## src/rtl/chunked_add_sequencer_if.sv

```systemverilog
// Start/busy/done handshake and operand/result bus for chunked_add_sequencer.
// The width follows NCHUNK: each chunk is 6 bits.
interface chunked_add_sequencer_if #(
    parameter int NCHUNK = 4
);
    localparam int W = 6 * NCHUNK;

    logic         start;
    logic [W-1:0] a;
    logic [W-1:0] b;
    logic         cin;
    logic         op_sub;
    logic         busy;
    logic         done;
    logic [W-1:0] result;
    logic         cout;
    logic         overflow;

    modport master (
        output start, a, b, cin, op_sub,
        input  busy, done, result, cout, overflow
    );

    modport slave (
        input  start, a, b, cin, op_sub,
        output busy, done, result, cout, overflow
    );
endinterface

```

## src/rtl/chunked_add_sequencer.sv

```systemverilog
// Wide adder that reuses one 6-bit carry-lookahead adder, one chunk per clock, LSB chunk first.
// Optional macro CHUNK_ADD_SUB_EN adds the subtract path (b inverted, carry-in forced to 1).
module carry_look_ahead_adder_cin_cout_6 (
    input  logic [5:0] i_a,
    input  logic [5:0] i_b,
    input  logic       i_cin,
    output logic [5:0] o_sum,
    output logic       o_cout
);
    logic [5:0] w_g;
    logic [5:0] w_p;
    logic [6:0] w_c;

    assign w_g = i_a & i_b;
    assign w_p = i_a ^ i_b;

    // Each carry is a flat sum of products of generate/propagate terms, not a ripple chain.
    always_comb begin
        logic term;
        logic acc;
        w_c = '0;
        w_c[0] = i_cin;
        for (int i = 1; i <= 6; i++) begin
            term = i_cin;
            for (int k = 0; k < i; k++) begin
                term = term & w_p[k];
            end
            acc = term;
            for (int j = 0; j < i; j++) begin
                term = w_g[j];
                for (int k = j + 1; k < i; k++) begin
                    term = term & w_p[k];
                end
                acc = acc | term;
            end
            w_c[i] = acc;
        end
    end

    assign o_sum  = w_p ^ w_c[5:0];
    assign o_cout = w_c[6];
endmodule

module chunked_add_sequencer #(
    parameter int NCHUNK = 4
) (
    input  logic                     clk,
    input  logic                     reset,
    chunked_add_sequencer_if.slave   bus
);
    localparam int W  = 6 * NCHUNK;
    localparam int IW = $clog2(NCHUNK);

    typedef enum logic [1:0] {
        S_IDLE = 2'd0,
        S_RUN  = 2'd1,
        S_DONE = 2'd2
    } state_t;

    state_t          r_state;
    state_t          w_state_next;

    logic [W-1:0]    r_a;
    logic [W-1:0]    r_b;
    logic            r_carry;
    logic [IW-1:0]   r_idx;
    logic            r_cout;
    logic            r_ovf;

    logic            w_accept;
    logic            w_last;
    logic [W-1:0]    w_b_eff;
    logic            w_carry_init;
    logic [5:0]      w_a_chunk;
    logic [5:0]      w_b_chunk;
    logic [5:0]      w_sum;
    logic            w_chunk_cout;
    logic            w_ovf_top;
    logic [W-1:0]    w_result;

`ifdef CHUNK_ADD_SUB_EN
    assign w_b_eff      = bus.op_sub ? ~bus.b : bus.b;
    assign w_carry_init = bus.op_sub ? 1'b1 : bus.cin;
`else
    assign w_b_eff      = bus.b;
    assign w_carry_init = bus.cin;
`endif

    assign w_accept = bus.start && (r_state != S_RUN);
    assign w_last   = (r_idx == IW'(NCHUNK - 1));

    always_ff @(posedge clk or posedge reset) begin
        if (reset) begin
            r_state <= S_IDLE;
        end else begin
            r_state <= w_state_next;
        end
    end

    always_comb begin
        w_state_next = r_state;
        case (r_state)
            S_IDLE:  if (bus.start) w_state_next = S_RUN;
            S_RUN:   if (w_last)    w_state_next = S_DONE;
            S_DONE:  w_state_next = bus.start ? S_RUN : S_IDLE;
            default: w_state_next = S_IDLE;
        endcase
    end

    always_comb begin
        w_a_chunk = '0;
        w_b_chunk = '0;
        for (int i = 0; i < NCHUNK; i++) begin
            if (r_idx == IW'(i)) begin
                w_a_chunk = r_a[6*i +: 6];
                w_b_chunk = r_b[6*i +: 6];
            end
        end
    end

    carry_look_ahead_adder_cin_cout_6 u_cla (
        .i_a    (w_a_chunk),
        .i_b    (w_b_chunk),
        .i_cin  (r_carry),
        .o_sum  (w_sum),
        .o_cout (w_chunk_cout)
    );

    // Only meaningful on the top chunk: w_sum[5] is then the result sign bit.
    assign w_ovf_top = (r_a[W-1] == r_b[W-1]) && (w_sum[5] != r_a[W-1]);

    always_ff @(posedge clk or posedge reset) begin
        if (reset) begin
            r_a     <= '0;
            r_b     <= '0;
            r_carry <= 1'b0;
            r_idx   <= '0;
            r_cout  <= 1'b0;
            r_ovf   <= 1'b0;
        end else if (w_accept) begin
            r_a     <= bus.a;
            r_b     <= w_b_eff;
            r_carry <= w_carry_init;
            r_idx   <= '0;
            r_cout  <= 1'b0;
            r_ovf   <= 1'b0;
        end else if (r_state == S_RUN) begin
            r_carry <= w_chunk_cout;
            if (w_last) begin
                r_cout <= w_chunk_cout;
                r_ovf  <= w_ovf_top;
            end else begin
                r_idx  <= r_idx + 1'b1;
            end
        end
    end

    genvar gi;
    generate
        for (gi = 0; gi < NCHUNK; gi++) begin : g_chunk
            logic [5:0] r_chunk;

            always_ff @(posedge clk or posedge reset) begin
                if (reset) begin
                    r_chunk <= '0;
                end else if ((r_state == S_RUN) && (r_idx == IW'(gi))) begin
                    r_chunk <= w_sum;
                end
            end

            assign w_result[6*gi +: 6] = r_chunk;
        end
    endgenerate

    assign bus.busy     = (r_state == S_RUN);
    assign bus.done     = (r_state == S_DONE);
    assign bus.result   = w_result;
    assign bus.cout     = r_cout;
    assign bus.overflow = r_ovf;
endmodule

```

## src/flat_wrapper.sv

```systemverilog
// flat-port wrapper written by rule: the top's interface ports become plain ports
module chunked_add_sequencer_flat 
#(
    parameter int NCHUNK = 4
)
  (clk, reset, bus_start, bus_a, bus_b, bus_cin, bus_op_sub, bus_busy, bus_done, bus_result, bus_cout, bus_overflow);
  chunked_add_sequencer_if #(.NCHUNK(NCHUNK)) bus_i ();
  input  logic clk;
  input  logic reset;
  input wire logic [$bits(bus_i.start)-1:0] bus_start;
  input wire logic [$bits(bus_i.a)-1:0] bus_a;
  input wire logic [$bits(bus_i.b)-1:0] bus_b;
  input wire logic [$bits(bus_i.cin)-1:0] bus_cin;
  input wire logic [$bits(bus_i.op_sub)-1:0] bus_op_sub;
  output wire logic [$bits(bus_i.busy)-1:0] bus_busy;
  output wire logic [$bits(bus_i.done)-1:0] bus_done;
  output wire logic [$bits(bus_i.result)-1:0] bus_result;
  output wire logic [$bits(bus_i.cout)-1:0] bus_cout;
  output wire logic [$bits(bus_i.overflow)-1:0] bus_overflow;
  assign bus_i.start = bus_start;
  assign bus_i.a = bus_a;
  assign bus_i.b = bus_b;
  assign bus_i.cin = bus_cin;
  assign bus_i.op_sub = bus_op_sub;
  assign bus_busy = bus_i.busy;
  assign bus_done = bus_i.done;
  assign bus_result = bus_i.result;
  assign bus_cout = bus_i.cout;
  assign bus_overflow = bus_i.overflow;
  chunked_add_sequencer #(.NCHUNK(NCHUNK)) u_core (.clk(clk), .reset(reset), .bus(bus_i));
endmodule
```

## config.mk

```make
export PLATFORM = sky130hd
export DESIGN_NAME = chunked_add_sequencer_flat
export DESIGN_NICKNAME = d
export VERILOG_FILES = /design/src/rtl/chunked_add_sequencer_if.sv /design/src/rtl/chunked_add_sequencer.sv /design/src/flat_wrapper.sv
export SDC_FILE = /design/constraint.sdc
export NUM_CORES = 1
export LEC_CHECK = 0
export ABC_CLOCK_PERIOD_IN_PS = 3450
export BUFFER_PORTS_ARGS = -buffer_cell sky130_fd_sc_hd__buf_2
export CAP_MARGIN = 15
export CORE_MARGIN = 2
export CORE_UTILIZATION = 50
export CTS_BUF_LIST = sky130_fd_sc_hd__clkbuf_2
export CTS_CLUSTER_DIAMETER = 30
export CTS_CLUSTER_SIZE = 16
export DETAILED_ROUTE_END_ITERATION = 6
export PLACE_DENSITY_LB_ADDON = 0.08
export SLEW_MARGIN = 10
export SYNTH_ARGS = -nofsm -noshare
export SYNTH_HDL_FRONTEND = slang
export SYNTH_SLANG_ARGS = --single-unit
export TNS_END_PERCENT = 100
```

## constraint.sdc

```tcl
create_clock -name clk -period 3.45 [get_ports clk]
set_clock_uncertainty 0.2 [all_clocks]
set_input_delay 0.1725 -clock clk [delete_from_list [all_inputs] [get_ports clk]]
set_output_delay 0.1725 -clock clk [all_outputs]
set_load 0.02 [all_outputs]
```

Word-level counts from Yosys, hierarchy flattened
Index checks and enable logic that the tools add are counted.
{"block": "op_classes", "n_eq_ne": 11, "reduce_logical": 13, "n_mux": 23, "addsub": 1, "bitwise_logic": 45}
{"operator": "6-bit two-way mux", "count": 8}
{"operator": "1-bit bitwise AND", "count": 21}
{"operator": "1-bit OR", "count": 21}
{"operator": "6-bit XOR", "count": 2}
{"operator": "2-bit two-way mux", "count": 5}
{"operator": "1-bit two-way mux", "count": 9}
{"operator": "6-bit bitwise AND", "count": 1}
{"operator": "2-bit equality test, second input constant", "count": 3}
{"operator": "1-bit logical AND", "count": 6}
{"operator": "2-bit by 1-bit inequality test with 1-bit output, second input constant", "count": 3}
{"operator": "2-bit one-hot mux with 3 select lines", "count": 1}
{"operator": "2-bit AND reduction", "count": 3}
{"operator": "2-bit by 1-bit equality test with 1-bit output, second input constant", "count": 2}
{"operator": "2-bit logical NOT", "count": 2}
{"operator": "2-bit nonzero test", "count": 2}
{"operator": "2-bit by 1-bit adder with 2-bit output, second input constant", "count": 1}
{"operator": "2-bit inequality test, second input constant", "count": 1}
{"operator": "1-bit equality test", "count": 1}
{"operator": "1-bit inequality test", "count": 1}
{"block": "totals", "in_bits": 53, "output_inout_bits": 28, "wordCells": 104, "register_bits": 79}

Depth between registers and ports, before layout
Gate-level depths: netlist of run 1.
{"block": "depth", "ltp_word": 22, "mapped_depth": 15, "ltp_nobuf": 14}

Modules after synthesis
Synthesis of run 1 repeated with hierarchy kept, for this count alone.
{"block": "hier_totals", "cells_unflattened": 292, "hier_area_um2": 3893.7}
{"mod": "chunked_add_sequencer", "n_inst": 1, "area_per_inst_um2": 3647.2, "cells_per_inst": 262, "seq_area_each_um2": 1976.9}
{"mod": "carry_look_ahead_adder_cin_cout_6", "n_inst": 1, "area_per_inst_um2": 246.5, "cells_per_inst": 30, "seq_area_each_um2": 0.0}

Worst setup path after synthesis of run 1
No wires, ideal clock.
{"block": "synth_timing", "path_kind": "reg-to-reg", "startpoint": "register u_core.r_idx[0]", "endpoint": "register u_core.r_ovf (netlist: u_core.bus.overflow)", "path_buffers": 1, "synth_period_minus_slack_ns": 3.250, "slack_ns": 0.200, "required_ns": 3.170, "setup_time_ns": 0.080, "stages_incl_launch_ff": 16, "t_arrival_ns": 2.969, "path_cell_list": "dfrtp_1 inv_1 ha_1 buf_2 and2b_1 a221oi_1 nor3_1 a21oi_1 inv_1 ha_1 ha_1 o211ai_2 nand2_2 o41a_1 a211o_1 o211ai_2"}
{"block": "synth_via", "elab_chain_cells": 22, "word_cells_on_any_way": 42, "cone_classes": "eq/ne: 4; mux: 11; bitwise: 23; reduce/logical: 4"}
{"item": "start, declared", "line_no": "chunked_add_sequencer.sv:66", "text": "logic [IW-1:0] r_idx;"}
{"item": "start signal, assigned", "line_no": "chunked_add_sequencer.sv:153", "text": "r_idx <= r_idx + 1'b1;"}
{"item": "2-bit logical NOT", "line_no": "chunked_add_sequencer.sv:114", "text": "if (r_idx == IW'(i)) begin"}
{"item": "6-bit two-way mux (4 in a row)", "line_no": "chunked_add_sequencer.sv:114"}
{"item": "6-bit XOR", "line_no": "chunked_add_sequencer.sv:15", "text": "assign w_p = i_a ^ i_b;"}
{"item": "1-bit bitwise AND (5 in a row)", "line_no": "chunked_add_sequencer.sv:26", "text": "term = term & w_p[k];"}
{"item": "1-bit OR (5 in a row)", "line_no": "chunked_add_sequencer.sv:34", "text": "acc = acc | term;"}
{"item": "6-bit XOR", "line_no": "chunked_add_sequencer.sv:40", "text": "assign o_sum = w_p ^ w_c[5:0];"}
{"item": "1-bit inequality test", "line_no": "chunked_add_sequencer.sv:130", "text": "assign w_ovf_top = (r_a[W-1] == r_b[W-1]) && (w_sum[5] != r_a[W-1]);"}
{"item": "1-bit logical AND", "line_no": "chunked_add_sequencer.sv:130"}
{"item": "1-bit two-way mux", "line_no": "chunked_add_sequencer.sv:149", "text": "if (w_last) begin"}
{"item": "1-bit two-way mux", "line_no": "chunked_add_sequencer.sv:147", "text": "end else if (r_state == S_RUN) begin"}
{"item": "1-bit two-way mux", "line_no": "chunked_add_sequencer.sv:140", "text": "end else if (w_accept) begin"}
{"item": "end signal, assigned", "line_no": "chunked_add_sequencer.sv:151", "text": "r_ovf <= w_ovf_top;"}
{"item": "end, declared", "line_no": "chunked_add_sequencer.sv:68", "text": "logic r_ovf;"}
Several ways; a longest one is shown, not always the timed one. The select of a mux whose other input is x is not followed.
A chain may end at the register's enable or synchronous reset.

Worst setup path after layout of run 1
Same ends and word-level chain as after synthesis.

==> impl_metrics.py, run 1 <==
metrics = {
    "outcome": {
        "status": "completed",
    },
    "die": {
        "io_pins": 81,
        "coreArea_um2": 7140,
        "fp.dieW_um": 89.0,
        "initial_utilization": 0.507,
        "row_count": 31,
        "die_area_um2": 7930,
        "fp.dieH_um": 89.0,
    },
    "sta": {
        "timing.final.ws_setup_ns": 0.120,
        "setup_viol": 0,
        "finalHoldViolCount": 0,
        "worst_slew_pin_slew_ns": 0.565,
        "period_needed_ns": 3.33,
        "relSlewSlack": 0.622,
        "fin_crit_sh": 0.965,
        "clock.fmax_mhz": 300,
        "maxSlewViolCount": 0,
    },
    "global_routing": {
        "antenna_found_initial": 0,
        "use_met3": 0.0305,
        "grt_use_met2": 0.363,
        "use_met1": 0.275,
        "grtUsageTotal": 0.212,
        "grt_pass1_vias": 2766,
        "grt_max_degree": 60,
        "grt.busiest_layer": "met2",
        "grt_overflow": 0,
        "grt_pass1_wl_um": 12700,
    },
    "final_layout": {
        "finish.utilization": 0.679,
        "layout-drive-gt1-share": 0.354,
        "syn_to_final_growth_pct": 34.0,
        "n_antenna_cell": 0,
        "nets": 523,
        "design_area_um2": 4850,
        "fin_cells": 562,
    },
    "logic_synthesis": {
        "synth.yosys.warnings": 0,
        "synth_top_area_frac": 0.547,
        "syn_inst": 324,
        "synth_largest_area_cell": "dfrtp_1",
        "synthFlopType": "dfrtp_1",
        "ys_seq_elements": 79,
        "synth_area_per_cell_um2": 11.2,
        "seq_area_frac_synth": 0.547,
        "yosysMostFrequentCell": "dfrtp_1",
        "synthTopCellsByArea": "dfrtp_1 (55%), mux2_2 (13%), nand2_1 (5.4%)",
        "syn-num-nets": 389,
        "synth_enable_flop_cells": 0,
        "synth_common_cells": "dfrtp_1 (79), nand2_1 (52), mux2_2 (42)",
        "ys_types": 38,
        "syn-cell-area_um2": 3620,
        "synth-async-reset-ratio": 1.00,
    },
    "critical_path": {
        "endpoint_kind": "register",
        "crit_top_cell": "ha_1",
        "critPathMaxFanout": 5,
        "r2r-end": "u_core.bus.overflow",
        "slowest_stage": "dfrtp_1",
        "endpoint": "u_core.bus.overflow",
        "critical_path_class": "register to register",
        "rr_worst_depth": 14,
        "reg2reg_setup_slack_ns": 0.12,
        "critical_path.top_delay_family": "compound AO/OA/AOI/OAI gates",
        "cp_data_required_time_ns": 3.70,
        "startpoint": "u_core.r_idx[0]",
        "cp.depth": 14,
        "path_buf_inv": 2,
        "cp-start-kind": "register",
        "reg2reg_from": "u_core.r_idx[0]",
        "path_cells": "inv_2 -> ha_1 -> and2b_2 -> a221oi_2 -> nor3_1 -> a21oi_2 -> inv_1 -> ha_1 -> ha_1 -> o211ai_2 -> nand2_2 -> o41a_1 -> a211o_1 -> o211ai_2",
        "arrival_ns": 3.58,
        "critPathMaxStageDelay_ns": 0.48,
    },
    "placement": {
        "dp.cells": 490,
        "dpl_cell_area_um2": 4110,
        "dp_hpwl_um": 5120,
        "gp_congestion": 0.746,
        "place_ws_ns": 0.111,
        "numPortBuffers": 79,
    },
    "routing": {
        "dr.pass1.iters": 4,
        "wl_per_cell_um": 14.5,
        "drt-vias-per-instance": 5.10,
        "vias": 2867,
        "antenna_left": 0,
        "wl_um": 8150,
        "drtIter0Drc": 46,
        "drc": 0,
    },
    "pwr": {
        "leakage_nw": 2.29,
        "power-per-cell-area_nw_per_um2": 1000,
        "ir_worst_vdd_mv": 0.417,
    },
    "clock_tree": {
        "cts_root_buffer": "clkbuf_2",
        "cts_tree": "yes",
        "clkTransAtPathRegs_ns": 0.22,
        "cts.path.max_buffers": 2,
        "clkSinkCount": 79,
        "h-tree-depth": 3,
        "cts_inserted_buffers": 9,
        "clock_latency_ns": 0.50,
    },
    "flow_run": {
        "cap_violations": 0,
    },
    "min_path": {
        "min_path_type": "primary input to asynchronous set/reset pin",
    },
}
[power by group]
group | switching, mW | internal, mW
clock network | 0.316 | 0.240
logic | 1.53 | 1.15
registers | 0.253 | 1.38
[routing by layer]
| layer | vias up | share of wire |
|---|---|---|
| li1 | 1398 | - |
| met1 | 1382 | 0.45 |
| met2 | 75 | 0.50 |
| met3 | 12 | 0.037 |
| met4 | 0 | 0.015 |
| met5 | - | 0 |
[cells in the final DEF, fill, tap and decap left out, types with 9 or more instances in the layout]
cell type	instances
buf_2	79
dfrtp_1	79
dlygate4sd3_1	51
nand2_1	50
mux2_2	42
o21ai_0	32
a21oi_1	19
ha_1	11
clkbuf_2	10
buf_4	9
[worst min-delay path by stage]
stage / slack (ns) / end / startpoint
floorplan: 0.10 / u_core.r_a[11] / bus_a[11]
global placement: 0.18 / u_core.r_a[3] / bus_a[3]
detailed placement: 0.19 / u_core.r_a[6] / bus_a[6]
CTS: 0.16 / u_core.r_a[6] / bus_a[6]
global route: 0.03 / u_core.r_a[8] / reset
finish: 0.005 / u_core.g_chunk[2].r_chunk[0] / reset
[worst reg2reg max path, cell delays in order (launching register included)]
cell and delay [ns]:
dfrtp_1 0.48, inv_2 0.06, ha_1 0.20, and2b_2 0.21, a221oi_2 0.22, nor3_1 0.09, a21oi_2 0.18, inv_1 0.06
ha_1 0.29, ha_1 0.22, o211ai_2 0.17, nand2_2 0.11, o41a_1 0.41, a211o_1 0.32, o211ai_2 0.07
[cell type report]
class                      count  area [um^2]
clock buffer                  10         50.0
multi-input combinational    219         1570
fill                         617         2290
inverter                       8         31.3
sequential                    79         1980
tap                           99          124
clock inverter                 6         85.1
timing repair buffer         141         1010
[metrics by stage]
stage / hold WS, ns / setup TNS (ns) / power [mW]
floorplan: 0.104 / 0 / 3.47
global placement: 0.184 / 0 / 4.05
detailed placement: 0.188 / 0 / 4.13
CTS: 0.159 / 0 / 4.72
global route: 0.0322 / -0.0355 / 5.27
finish: 0.00498 / 0 / 4.86
[cell families after synthesis]
| kind of cell | share of synthesized area |
|---|---|
| muxes | 0.149 |
| AOI/OAI and AO/OA | 0.121 |
| and+or+nand+nor | 0.101 |
| xor gates and xnor gates | 0.00969 |
| buffers and inverters | 0.0291 |
| DFF | 0.547 |
| adders and majority gates | 0.0436 |
[state kept, by name, indices dropped and copies added (netlist names)]
name and cells:
u_core.r_carry 1, u_core.g_chunk.r_chunk 24, u_core.bus.cout 1, u_core.r_a 24, u_core.r_state 2, u_core.bus.overflow 1, u_core.r_b 24, u_core.r_idx 2
[what timing repair did]
item	4_1_cts	5_1_grt
setup buffers	0	3
hold buffers	51	0
resized for setup	0	9
hold endpoints to repair	110	0
setup endpoints to repair	0	11
No activity file was read; power rests on OpenSTA's default activity.
==> inputs of run 2 (changes only) <==
==> constraint.sdc (replaced) <==
create_clock -name clk -period 3.45 [get_ports clk]
set_clock_uncertainty 0.2 [all_clocks]
set_input_delay 0.69 -clock clk [delete_from_list [all_inputs] [get_ports clk]]
set_output_delay 0.69 -clock clk [all_outputs]
set_load 0.005 [all_outputs]
==> run 2 against run 1 <==
Clock power decreased by 17%. Core utilization is 7.3 points lower. Final cell count decreased by 8.5%. Global-route usage is 2.2 points lower. Flip-flop and latch count unchanged. Non-clock buffer count down 48. Combinational power down 9.4%. Via count fell by 9.4%. Clock-buffer cell count increased by 1. Hold slack improved by 0.18 ns. Register-to-register slack better by 0.05 ns. Die area is the same. Critical path type unchanged. Critical endpoint unchanged.
==> impl_metrics.py, run 2 (synthesis results as in run 1) <==
metrics = {
    "critical_path": {
        "path_cells": "inv_1 -> ha_1 -> and2b_2 -> a221oi_2 -> nor3_1 -> a21oi_2 -> inv_1 -> ha_1 -> ha_1 -> o211ai_2 -> nand2_2 -> o41a_1 -> a211o_1 -> o211ai_2",
        "crit_top_cell": "ha_1",
        "critical_path.top_delay_family": "compound AO/OA/AOI/OAI gates",
        "reg2reg_setup_slack_ns": 0.17,
        "cp_data_required_time_ns": 3.67,
        "endpoint_kind": "register",
        "critPathMaxStageDelay_ns": 0.46,
        "arrival_ns": 3.49,
        "reg2reg_from": "u_core.r_idx[0]",
        "path_buf_inv": 2,
        "cp-start-kind": "register",
        "slowest_stage": "dfrtp_1",
        "critPathMaxFanout": 5,
        "startpoint": "u_core.r_idx[0]",
        "critical_path_class": "register to register",
    },
    "clock_tree": {
        "clkTransAtPathRegs_ns": 0.20,
        "cts_inserted_buffers": 9,
        "clkSinkCount": 79,
        "clock_latency_ns": 0.49,
        "cts.path.max_buffers": 2,
        "cts_tree": "yes",
        "h-tree-depth": 3,
        "cts_root_buffer": "clkbuf_2",
    },
    "final_layout": {
        "reg_top3": "u_core.g_chunk.r_chunk x24, u_core.r_a x24, u_core.r_b x24",
        "syn_to_final_growth_pct": 19.5,
        "fillers": 658,
        "nets": 475,
        "n_antenna_cell": 0,
        "register_area_um2": 1980,
        "layout-drive-gt1-share": 0.390,
        "multiInputGateArea_um2": 1560,
        "layout_common_cells": "buf_2 (79), dfrtp_1 (79), nand2_1 (50), mux2_2 (42), o21ai_0 (33)",
    },
    "pwr": {
        "leakage_nw": 2.09,
        "ir_worst_vdd_mv": 0.397,
        "p_total_mw": 4.49,
        "power-per-cell-area_nw_per_um2": 1040,
    },
    "sta": {
        "worst_slew_pin_slew_ns": 0.569,
        "setup_viol": 0,
        "finalHoldViolCount": 0,
        "fin_crit_sh": 0.950,
        "period_needed_ns": 3.28,
        "relSlewSlack": 0.620,
        "clock.fmax_mhz": 305,
        "timing.hold.ws_ns": 0.188,
        "setup_tns_ns": 0,
        "maxSlewViolCount": 0,
    },
    "min_path": {
        "worstHoldStart": "bus_a[3]",
        "min_path_type": "primary input to register",
    },
    "routing": {
        "drc": 0,
        "drtIter0Drc": 95,
        "dr.pass1.iters": 5,
        "drt-vias-per-instance": 5.05,
        "wl_per_cell_um": 13.7,
        "antenna_left": 0,
        "wl_um": 7060,
        "vias": 2598,
    },
    "outcome": {
        "status": "completed",
    },
    "die": {
        "row_count": 31,
        "die_area_um2": 7930,
        "io_pins": 81,
        "fp.dieH_um": 89.0,
        "fp.dieW_um": 89.0,
        "coreArea_um2": 7140,
        "initial_utilization": 0.507,
    },
    "global_routing": {
        "grt_pass1_vias": 2470,
        "grt_overflow": 0,
        "grtUsageTotal": 0.190,
        "grt_pass1_wl_um": 11500,
        "grt_max_degree": 61,
        "antenna_found_initial": 0,
    },
    "placement": {
        "dp_hpwl_um": 5140,
        "gp_congestion": 0.787,
        "numPortBuffers": 79,
    },
    "flow_run": {
        "cap_violations": 0,
    },
}
## run 2: cell type report
cell class              count  share of cell area
clock inverters             5              0.0113
well taps                  99              0.0287
multi-input cells         219               0.360
repair buffers             93               0.122
inverters                   8             0.00724
flip-flops and latches     79               0.457
clock buffers              11              0.0127
## run 2: where the power goes
group	switching [mW]	internal, mW	total (mW)
clock network	0.293	0.168	0.462
registers	0.241	1.38	1.62
logic	1.32	1.10	2.42
## run 2: what timing repair did
item,CTS,global route
hold buffers,0,1
endpoints found under the setup margin,0,16
buffers inserted,0,3
endpoints found under the hold margin,0,5
resized for setup,0,5
## run 2: worst reg2reg max path: stages (launching register included)
cell	delay [ns]
dfrtp_1	0.46
inv_1	0.08
ha_1	0.21
and2b_2	0.21
a221oi_2	0.25
nor3_1	0.09
a21oi_2	0.14
inv_1	0.06
ha_1	0.29
ha_1	0.22
o211ai_2	0.15
nand2_2	0.10
o41a_1	0.41
a211o_1	0.28
o211ai_2	0.07
## run 2: through the flow
step	cell area, um^2	util	setup slack, ns	instances
6_report	4320	0.606	0.172	514
5_1_grt	4320	0.606	-0.0325	514
4_1_cts	4250	0.595	0.0369	509
3_5_place_dp	4140	0.581	0.0856	493
3_3_place_gp	4140	0.581	0.142	493
2_1_floorplan	3620	-	0.200	324
## run 2: path summary, 6_finish.rpt
kind | end | cells after the start
setup / recovery | u_core.bus.overflow | 14
hold / removal | u_core.r_a[3] | 2
setup reg to reg | u_core.bus.overflow | 14
hold reg to reg | u_core.g_chunk[0].r_chunk[0] | 2
max in group asynchronous | u_core.bus.cout | 4
min in group asynchronous | u_core.g_chunk[2].r_chunk[0] | 3
## run 2: routing by layer
metal / global-route usage / wire length (um) / share of wire / up-vias
met1: 0.264 / 3390 / 0.48 / 1235
met3: 0.0314 / 298 / 0.042 / 7
met2: 0.301 / 3290 / 0.47 / 57
met5: 0 / 0 / 0 / -
li1: - / - / - / 1299
met4: 0.0733 / 82 / 0.012 / 0
==> inputs of run 3 (changes only) <==
BUFFER_PORTS_ARGS = -buffer_cell sky130_fd_sc_hd__buf_4   (was -buffer_cell sky130_fd_sc_hd__buf_2)
==> run 3 against run 2 <==
Cell area up 4.5%. First-iteration DRC count grew 59%. Die area did not move. Critical endpoint is now u_core.bus.cout.
==> impl_metrics.py, run 3 (synthesis results as in run 1) <==
metrics = {
    "placement": {
        "dpl_cell_area_um2": 4330,
        "place_ws_ns": 0.0588,
        "dp_hpwl_um": 5090,
        "numPortBuffers": 79,
        "gp_congestion": 0.785,
    },
    "clock_tree": {
        "cts.path.max_buffers": 2,
        "clkSinkCount": 79,
        "holdBufCountCts": 0,
        "cts_root_buffer": "clkbuf_2",
        "cts_tree": "yes",
        "cts_inserted_buffers": 9,
        "clock_latency_ns": 0.50,
        "clkTransAtPathRegs_ns": 0.20,
        "h-tree-depth": 3,
    },
    "die": {
        "fp.dieW_um": 89.0,
        "die_area_um2": 7930,
        "row_count": 31,
        "coreArea_um2": 7140,
        "initial_utilization": 0.507,
        "io_pins": 81,
        "fp.dieH_um": 89.0,
    },
    "global_routing": {
        "grt_overflow": 0,
        "grt_pass1_wl_um": 11500,
        "grtUsageTotal": 0.190,
        "antenna_found_initial": 0,
        "grt_pass1_vias": 2442,
        "grt_max_degree": 80,
    },
    "final_layout": {
        "n_antenna_cell": 0,
        "register_area_um2": 1980,
        "fillers": 646,
        "layout-drive-gt1-share": 0.391,
        "syn_to_final_growth_pct": 24.8,
        "nets": 475,
        "final_common_cell": "buf_4",
        "reg_top3": "u_core.g_chunk.r_chunk x24, u_core.r_a x24, u_core.r_b x24",
        "design_area_um2": 4510,
        "layout_common_cells": "buf_4 (90), dfrtp_1 (79), nand2_1 (50), mux2_2 (42), o21ai_0 (33)",
        "multiInputGateArea_um2": 1570,
    },
    "routing": {
        "vias": 2649,
        "drc": 0,
        "wl_per_cell_um": 14.2,
        "wl_um": 7270,
        "dr.pass1.iters": 4,
        "drt-vias-per-instance": 5.16,
        "drtIter0Drc": 151,
        "antenna_left": 0,
    },
    "critical_path": {
        "arrival_ns": 3.46,
        "critPathMaxFanout": 5,
        "endpoint": "u_core.bus.cout",
        "cp-start-kind": "register",
        "startpoint": "u_core.r_idx[1]",
        "cp_data_required_time_ns": 3.61,
        "reg2reg_setup_slack_ns": 0.15,
        "endpoint_kind": "register",
        "r2r-end": "u_core.bus.cout",
        "reg2reg_from": "u_core.r_idx[1]",
        "rr_worst_depth": 14,
        "critical_path_class": "register to register",
    },
    "sta": {
        "relSlewSlack": 0.615,
        "fin_crit_sh": 0.958,
        "setup_viol": 0,
        "period_needed_ns": 3.30,
        "timing.final.ws_setup_ns": 0.145,
        "clock.fmax_mhz": 303,
        "maxSlewViolCount": 0,
        "finalHoldViolCount": 0,
        "worst_slew_pin_slew_ns": 0.577,
    },
    "pwr": {
        "ir_worst_vdd_mv": 0.420,
        "leakage_nw": 2.13,
        "power-per-cell-area_nw_per_um2": 1020,
    },
    "min_path": {
        "min_path_type": "primary input to asynchronous set/reset pin",
    },
    "outcome": {
        "status": "completed",
    },
    "flow_run": {
        "cap_violations": 0,
    },
}
-- run 3: area by class of cell --
cell class / instances / area share
inverters: 8 / 0.00693
multi-input cells: 219 / 0.348
clock buffers: 10 / 0.0111
repair buffers: 93 / 0.158
flip-flops and latches: 79 / 0.438
well taps: 99 / 0.0274
clock inverters: 5 / 0.0111
-- run 3: power by group --
part           switching [mW]  total (mW)  leakage (nW)  internal [mW]
clock network           0.300       0.461        0.0629          0.161
registers               0.247        1.62         0.959           1.38
logic                    1.34        2.54          1.11           1.20
total                    1.89        4.62          2.13           2.73
-- run 3: metal layers --
metal	GRT usage	part of all wire	vias to the layer above
met5	0	0	-
met3	0.0360	0.041	12
li1	-	-	1303
met1	0.275	0.49	1270
met2	0.284	0.46	64
met4	0.0773	0.016	0
-- run 3: what timing repair did --
action	in CTS	in global routing
endpoints found under the setup margin	0	14
buffers inserted	0	6
gates resized for setup	0	8
-- run 3: how the worst min path moves through the flow --
stage,startpoint,end,slack [ns]
6_report,reset,u_core.g_chunk[3].r_chunk[1],0.02
5_1_grt,reset,u_core.r_a[0],0.04
4_1_cts,reset,u_core.r_a[22],0.03
3_5_place_dp,u_core.g_chunk[2].r_chunk[0],u_core.g_chunk[2].r_chunk[0],0.27
3_3_place_gp,u_core.g_chunk[1].r_chunk[2],u_core.g_chunk[1].r_chunk[2],0.26
2_1_floorplan,u_core.r_a[6],u_core.r_a[6],0.26
-- run 3: critical path: stages, from the launching register on --
cell,delay [ns]
dfrtp_1,0.45
inv_1,0.13
ha_4,0.17
and2b_2,0.26
a221oi_2,0.23
nor3_1,0.09
a21oi_2,0.15
inv_1,0.06
ha_1,0.29
ha_1,0.22
o211ai_2,0.17
nand2_2,0.10
a41oi_1,0.34
nor2b_1,0.22
o21ai_0,0.09
-- run 3: metrics by stage --
step | hold WS [ns] | power [mW] | TNS (ns) | util | instances
3_3_place_gp | 0.262 | 3.97 | 0 | 0.606 | 491
6_report | 0.0175 | 4.62 | 0 | 0.633 | 513
4_1_cts | 0.0257 | 4.51 | 0 | 0.620 | 506
3_5_place_dp | 0.271 | 4.05 | 0 | 0.606 | 491
2_1_floorplan | 0.265 | 3.32 | 0 | - | 324
5_1_grt | 0.0423 | 5.04 | -0.0684 | 0.633 | 513
